<file path="src/rtl/seg7_pkg.sv">
// Shared seven-segment definitions: segment bit order and the hex glyph table.
// Used by both the scan decoder and the binary-to-7-segment encoder.
package seg7_pkg;

   // Segment lines as driven on the bus, MSB first: {g,f,e,d,c,b,a}, active-high.
   typedef struct packed {
      logic g;
      logic f;
      logic e;
      logic d;
      logic c;
      logic b;
      logic a;
   } seg7_t;

   localparam logic [6:0] SegHex0 = 7'h3F;
   localparam logic [6:0] SegHex1 = 7'h06;
   localparam logic [6:0] SegHex2 = 7'h5B;
   localparam logic [6:0] SegHex3 = 7'h4F;
   localparam logic [6:0] SegHex4 = 7'h66;
   localparam logic [6:0] SegHex5 = 7'h6D;
   localparam logic [6:0] SegHex6 = 7'h7D;
   localparam logic [6:0] SegHex7 = 7'h07;
   localparam logic [6:0] SegHex8 = 7'h7F;
   localparam logic [6:0] SegHex9 = 7'h6F;
   localparam logic [6:0] SegHexA = 7'h77;
   localparam logic [6:0] SegHexB = 7'h7C;
   localparam logic [6:0] SegHexC = 7'h39;
   localparam logic [6:0] SegHexD = 7'h5E;
   localparam logic [6:0] SegHexE = 7'h79;
   localparam logic [6:0] SegHexF = 7'h71;
   localparam logic [6:0] SegOff  = 7'h00;

   // Digit index width; enough for up to eight digit positions.
   localparam int unsigned IdxW = 3;

endpackage

</file>
<file path="src/rtl/seg7_to_bin.sv">
// Combinational seven-segment pattern to hex nibble decoder.
// All-off reports blank, unknown glyphs report bad; both give nibble 0.
module seg7_to_bin (
   input  logic [6:0] segments,
   output logic [3:0] nibble,
   output logic       blank,
   output logic       bad
);
   import seg7_pkg::*;

   seg7_t pat;
   assign pat = seg7_t'(segments);

   // Table lookup of the sixteen hex glyphs plus the blank pattern.
   always_comb begin
      nibble = 4'h0;
      blank  = 1'b0;
      bad    = 1'b0;
      case (pat)
         SegHex0: nibble = 4'h0;
         SegHex1: nibble = 4'h1;
         SegHex2: nibble = 4'h2;
         SegHex3: nibble = 4'h3;
         SegHex4: nibble = 4'h4;
         SegHex5: nibble = 4'h5;
         SegHex6: nibble = 4'h6;
         SegHex7: nibble = 4'h7;
         SegHex8: nibble = 4'h8;
         SegHex9: nibble = 4'h9;
         SegHexA: nibble = 4'hA;
         SegHexB: nibble = 4'hB;
         SegHexC: nibble = 4'hC;
         SegHexD: nibble = 4'hD;
         SegHexE: nibble = 4'hE;
         SegHexF: nibble = 4'hF;
         SegOff:  blank  = 1'b1;
         default: bad    = 1'b1;
      endcase
   end

endmodule

</file>
<file path="src/rtl/seg7_scan_decoder.sv">
// Recovers a multiplexed seven-segment display into a decoded frame.
// Inputs are synchronised, debounced per digit, assembled in scan order and
// handed to the consumer through a valid/ready register with overrun flag.
module seg7_scan_decoder #(
   parameter int unsigned NUM_DIGITS    = 4,
   parameter int unsigned STABLE_CYCLES = 8
) (
   input  logic                      clk,
   input  logic                      reset,
   input  logic [6:0]                segments,
   input  logic [NUM_DIGITS-1:0]     digit_sel,
   output logic [4*NUM_DIGITS-1:0]   value,
   output logic [NUM_DIGITS-1:0]     blank,
   output logic [NUM_DIGITS-1:0]     bad,
   output logic                      valid,
   input  logic                      ready,
   output logic                      overrun
);
   import seg7_pkg::*;

   typedef enum logic [0:0] {StSync, StCollect} state_e;

   localparam logic [7:0]      CntMax  = 8'(STABLE_CYCLES);
   localparam logic [IdxW-1:0] LastIdx = IdxW'(NUM_DIGITS - 1);

   logic [6:0]            seg_s1, seg_s2, seg_prev;
   logic [NUM_DIGITS-1:0] sel_s1, sel_s2, sel_prev;

   // Two-flop synchronisers plus one more stage to compare against last cycle.
   always_ff @(posedge clk) begin
      if (reset) begin
         seg_s1   <= '0;
         seg_s2   <= '0;
         seg_prev <= '0;
         sel_s1   <= '0;
         sel_s2   <= '0;
         sel_prev <= '0;
      end else begin
         seg_s1   <= segments;
         seg_s2   <= seg_s1;
         seg_prev <= seg_s2;
         sel_s1   <= digit_sel;
         sel_s2   <= sel_s1;
         sel_prev <= sel_s2;
      end
   end

   logic [3:0]      ones;
   logic [IdxW-1:0] cap_idx;
   logic            same;

   // Count active strobes and find the strobed digit index.
   always_comb begin
      ones    = '0;
      cap_idx = '0;
      for (int k = 0; k < NUM_DIGITS; k++) begin
         if (sel_s2[k]) begin
            ones    = ones + 4'd1;
            cap_idx = IdxW'(k);
         end
      end
   end

   assign same = ({sel_s2, seg_s2} == {sel_prev, seg_prev});

   logic [7:0] cnt_q, cnt_d;
   logic       capture;

   // Stability counter: clears on any change or non-one-hot strobe, saturates at max.
   always_comb begin
      cnt_d   = cnt_q;
      capture = 1'b0;
      if (!same || (ones != 4'd1)) begin
         cnt_d = '0;
      end else begin
         if (cnt_q != CntMax) begin
            cnt_d = cnt_q + 8'd1;
         end
         capture = (cnt_q == CntMax - 8'd1);
      end
   end

   // Counter register.
   always_ff @(posedge clk) begin
      if (reset) begin
         cnt_q <= '0;
      end else begin
         cnt_q <= cnt_d;
      end
   end

   logic [3:0] dec_nibble;
   logic       dec_blank, dec_bad;

   seg7_to_bin u_seg7_to_bin (
      .segments (seg_s2),
      .nibble   (dec_nibble),
      .blank    (dec_blank),
      .bad      (dec_bad)
   );

   state_e          state_q, state_d;
   logic [IdxW-1:0] exp_q, exp_d;
   logic            store;
   logic            complete_q, complete_d;

   // Frame assembly FSM: only an in-order scan starting at digit 0 completes.
   always_comb begin
      state_d    = state_q;
      exp_d      = exp_q;
      store      = 1'b0;
      complete_d = 1'b0;
      if (capture) begin
         case (state_q)
            StSync: begin
               if (cap_idx == '0) begin
                  store = 1'b1;
                  if (LastIdx == '0) begin
                     complete_d = 1'b1;
                  end else begin
                     exp_d   = IdxW'(1);
                     state_d = StCollect;
                  end
               end
            end
            StCollect: begin
               if (cap_idx == exp_q) begin
                  store = 1'b1;
                  if (exp_q == LastIdx) begin
                     complete_d = 1'b1;
                     exp_d      = '0;
                     state_d    = StSync;
                  end else begin
                     exp_d = exp_q + IdxW'(1);
                  end
               end else if (cap_idx == '0) begin
                  // A new scan began early; restart the frame from this digit.
                  store = 1'b1;
                  exp_d = IdxW'(1);
               end else begin
                  exp_d   = '0;
                  state_d = StSync;
               end
            end
            default: state_d = StSync;
         endcase
      end
   end

   // FSM state, expected index and completion strobe.
   always_ff @(posedge clk) begin
      if (reset) begin
         state_q    <= StSync;
         exp_q      <= '0;
         complete_q <= 1'b0;
      end else begin
         state_q    <= state_d;
         exp_q      <= exp_d;
         complete_q <= complete_d;
      end
   end

   logic [4*NUM_DIGITS-1:0] frame_val;
   logic [NUM_DIGITS-1:0]   frame_blank, frame_bad;

   // Working frame: write the captured digit into its slot.
   always_ff @(posedge clk) begin
      if (reset) begin
         frame_val   <= '0;
         frame_blank <= '0;
         frame_bad   <= '0;
      end else if (store) begin
         frame_val[4*cap_idx +: 4] <= dec_nibble;
         frame_blank[cap_idx]      <= dec_blank;
         frame_bad[cap_idx]        <= dec_bad;
      end
   end

   logic [4*NUM_DIGITS-1:0] value_q;
   logic [NUM_DIGITS-1:0]   blank_q, bad_q;
   logic                    valid_q, overrun_q;
   logic                    load;

   assign load = complete_q && (!valid_q || ready);

   // Output handshake register; a frame finishing while one is pending is dropped.
   always_ff @(posedge clk) begin
      if (reset) begin
         value_q   <= '0;
         blank_q   <= '0;
         bad_q     <= '0;
         valid_q   <= 1'b0;
         overrun_q <= 1'b0;
      end else begin
         overrun_q <= complete_q && valid_q && !ready;
         if (load) begin
            value_q <= frame_val;
            blank_q <= frame_blank;
            bad_q   <= frame_bad;
            valid_q <= 1'b1;
         end else if (valid_q && ready) begin
            valid_q <= 1'b0;
         end
      end
   end

   assign value   = value_q;
   assign blank   = blank_q;
   assign bad     = bad_q;
   assign valid   = valid_q;
   assign overrun = overrun_q;

endmodule

</file>
<file path="config.mk">
export PLATFORM = sky130hd
export DESIGN_NAME = seg7_scan_decoder
export DESIGN_NICKNAME = d
export VERILOG_FILES = /design/src/rtl/seg7_pkg.sv /design/src/rtl/seg7_to_bin.sv /design/src/rtl/seg7_scan_decoder.sv
export SDC_FILE = /design/constraint.sdc
export NUM_CORES = 1
export LEC_CHECK = 0
export ABC_AREA = 0
export CORE_UTILIZATION = 43
export CTS_BUF_LIST = sky130_fd_sc_hd__clkbuf_4
export CTS_CLUSTER_SIZE = 24
export DETAILED_ROUTE_END_ITERATION = 8
export PLACE_DENSITY = 0.66
export SLEW_MARGIN = 20
export SYNTH_ARGS = -nofsm -noshare
export SYNTH_HDL_FRONTEND = slang
export SYNTH_SLANG_ARGS = --single-unit
</file>
<file path="constraint.sdc">
create_clock -name clk -period 6.7 [get_ports clk]
set_input_delay 1.675 -clock clk [delete_from_list [all_inputs] [get_ports clk]]
set_output_delay 1.675 -clock clk [all_outputs]
set_load 0.02 [all_outputs]
</file>
==> impl_metrics.yaml <==
outcome:
  outcome: "finished, final reports clean"
yosys:
  yosys-top-cells-count: "nand2_1, dfxtp_1, nor2b_1"
  yosysMostFrequentCell: "nand2_1"
  synth_fp_nets: 483
  syn_inst: 458
  ys_seq_area_share_pct: 45.84
  synth_edf_count: 0
  syn_avg_cell_area_um2: 9.155
  synth.top_cell.area_share_pct: 45.84
  yosys-top-cells-area: "dfxtp_1, nand2_1, mux2i_1"
  yosysWarnings: 0
  synth-seq-cells: 96
  ys_dominant_reg_cell: "dfxtp_1"
  netlist_area_mm2: 0.004193
  yosys.area.top_type: "dfxtp_1"
  postSynth.asyncResetShare_pct: 0
  ys_types: 57
floorplan:
  start_util_pct: 44.95
  core_mm2: 0.009328
  ioPinCount: 40
  die_x_um: 100.7
  floorplan.die_area_mm2: 0.01015
  die_height_um: 100.7
  row_count: 35
clock_network:
  cts_root_buf: "clkbuf_4"
  cts_setup_buffers: 0
  holdBufCountCts: 0
  cts_resized: 0
  cts_buffers: 9
  insertion_delay_ns: 0.44
  cts.sinks: 96
  cts_buffer_depth: 2
  cts_tree: "built"
  path_clk_slew_ns: 0.15
  htreeDepth: 3
sta:
  fin_crit_ns: 3.202
  fmax_mhz: 312.3
  fin_crit_sh_pct: 47.79
  finalSetupViolCount: 0
  finClkSkew_ns: 0.01448
  tightest_slew_ns: 0.8907
  rsz0062_at_grt: "false"
  slew_headroom_pct: 40.55
  setup_tns_ns: 0
  final-hold-violation-count: 0
  final-max-slew-violation-count: 0
power:
  p_switching_w: 0.0002385
  seq_power_share_pct: 61.3
  power_w: 0.0009592
  ir_drop_v: 0.0001386
  combPwrFrac_pct: 6.4
  p_leak_nw: 1.667
  power.density_mw_per_mm2: 201.4
  switching_share_pct: 24.86
  pwr-share-clk_pct: 32.3
  internal-power_w: 0.0007207
final_layout:
  nets: 508
  antenna_cells: 0
  drive_above_1_share_pct: 6.776
  syn2layout_area_growth_pct: 13.58
  final_area_mm2: 0.004762
worst_setup_path:
  crit_path_start_kind: "input port"
  cp.arrival_ns: 3.53
  worstSetupPathType: "in -> reg"
  r2r_cells: 10
  ff2ff_setup_slack_ns: 3.70
  reg2reg_from: "sel_s2[1]"
  rr_endpoint: "frame_bad[2]"
  critPathMaxFanout: 69
  end_kind: "register"
  cp.required_ns: 7.03
detailed_routing:
  num_vias: 3074
  wire_per_inst_um: 12.06
  ant_nets: 0
  drc: 0
  first_pass_iters: 7
  routed_wl_mm: 7.426
  drt_iter0_markers: 74
  viasPerCell: 4.990
global_routing:
  grt_pass1_vias: 2857
  grt_pass1_wl_mm: 13.19
  antenna_found_initial: 0
  track_usage_pct: 16.37
  grt-ovfl-total: 0
  grt_max_degree: 70
place:
  place_area_mm2: 0.004626
  dp_hpwl_mm: 5.175
  place_congestion: 0.8171
  io_buffers: 39
run:
  cap_violations: 0
min_path:
  hp-start: "sel_s1[0]"
  hp-class: "reg -> reg"
  holdPathStages: 1
  holdPathEnd: "sel_s2[0]"
## placed cells by master (no fill, tap or decap), drive strengths merged, types with 2 or more instances in the layout
| cell | instances |
|---|---|
| nor2b | 30 |
| nand4 | 2 |
| buf | 3 |
| nand2b | 2 |
| o211a | 2 |
| a21oi | 29 |
| xor2 | 16 |
| nand3 | 9 |
| or4b | 2 |
| mux2i | 27 |
| or4 | 3 |
| o221ai | 3 |
| nand4bb | 2 |
| inv | 14 |
| clkbuf | 9 |
| xnor2 | 5 |
| nand3b | 5 |
| nand2 | 98 |
| o21ai | 9 |
| clkinv | 2 |
| and2 | 2 |
| nor3 | 9 |
| clkdlybuf4s50 | 38 |
| or2 | 3 |
| nor2 | 17 |
| o2111ai | 2 |
| ha | 11 |
| o22ai | 2 |
| nor4b | 6 |
| dfxtp | 96 |
| and3 | 3 |
| a31oi | 2 |
| or3 | 4 |
| nor4 | 6 |
## metrics by stage
| step | std cells | util (%) | hold slack [ns] | worst slack, ns |
|---|---|---|---|---|
| CTS | 616 | 51.05 | 0.4539 | 3.498 |
| global placement | 601 | 49.59 | 0.4168 | 3.085 |
| global route | 616 | 51.05 | 0.4571 | 3.318 |
| floorplan | 458 | - | 0.4138 | 3.998 |
| finish | 616 | 51.05 | 0.4518 | 3.498 |
| detailed placement | 601 | 49.59 | 0.4223 | 2.998 |
## logic make-up (layout without fill, tap and decap cells)
kind of cell / Yosys count / count (layout) / share of synthesized area (%)
AO/OA/AOI/OAI: 56 / 56 / 8.744
XOR/XNOR: 21 / 21 / 4.387
adder cells (fa/ha/maj): 11 / 11 / 3.283
buffers and inverters: 39 / 68 / 4.148
flip-flops: 96 / 96 / 45.84
multiplexers: 27 / 27 / 6.446
AND/OR/NAND/NOR: 208 / 208 / 27.16
## critical path, stage by stage
cell     delay (ns)
buf_2          0.08
buf_4          0.53
inv_1          0.61
and4_1         0.44
o21ai_0        0.09
mux2i_1        0.09
## registers in the layout, summed over array words and instances (netlist names), 7 cells and up
register / count
cnt_q: 8
frame_val: 16
seg_prev: 7
seg_s1: 7
seg_s2: 7
value: 16
## layer usage
| layer | global-route usage [%] | routed length [um] |
|---|---|---|
| met1 | 21.25 | 3686 |
| met2 | 26.92 | 3406 |
| met3 | 3.329 | 227 |
| met4 | 6.020 | 106 |
| met5 | 0 | 0 |
## layout make-up
type,count,area (um^2)
inverters,12,45.04
multi-input cells,323,2097
clock buffers,9,67.56
well taps,129,161.4
flip-flops and latches,96,1922
repair buffers,41,400.4
fillers,898,4566
clock inverters,6,68.82
## how the worst max path moves through the flow
| stage | cells past startpoint | to | start | slack (ns) |
|---|---|---|---|---|
| after floorplan | 10 | frame_bad[2] | sel_s2[1] | 4.00 |
| after global placement | 6 | frame_val[1] | reset | 3.09 |
| after detailed placement | 6 | frame_val[1] | reset | 3.00 |
| after CTS | 6 | frame_val[1] | reset | 3.50 |
| after global routing | 6 | frame_val[1] | reset | 3.32 |
| final | 6 | frame_val[1] | reset | 3.50 |
## power by group through the flow
stage	Sequential [W]	Clock [W]	Combinational, W
final	0.000588	0.000309	0.0000613
after global routing	0.000590	0.000345	0.0000686
after CTS	0.000589	0.000324	0.0000620
after detailed placement	0.000601	0	0.0000619
after global placement	0.000601	0	0.0000602
after floorplan	0.000595	0	0.0000525
No activity file was read; power rests on OpenSTA's default activity.
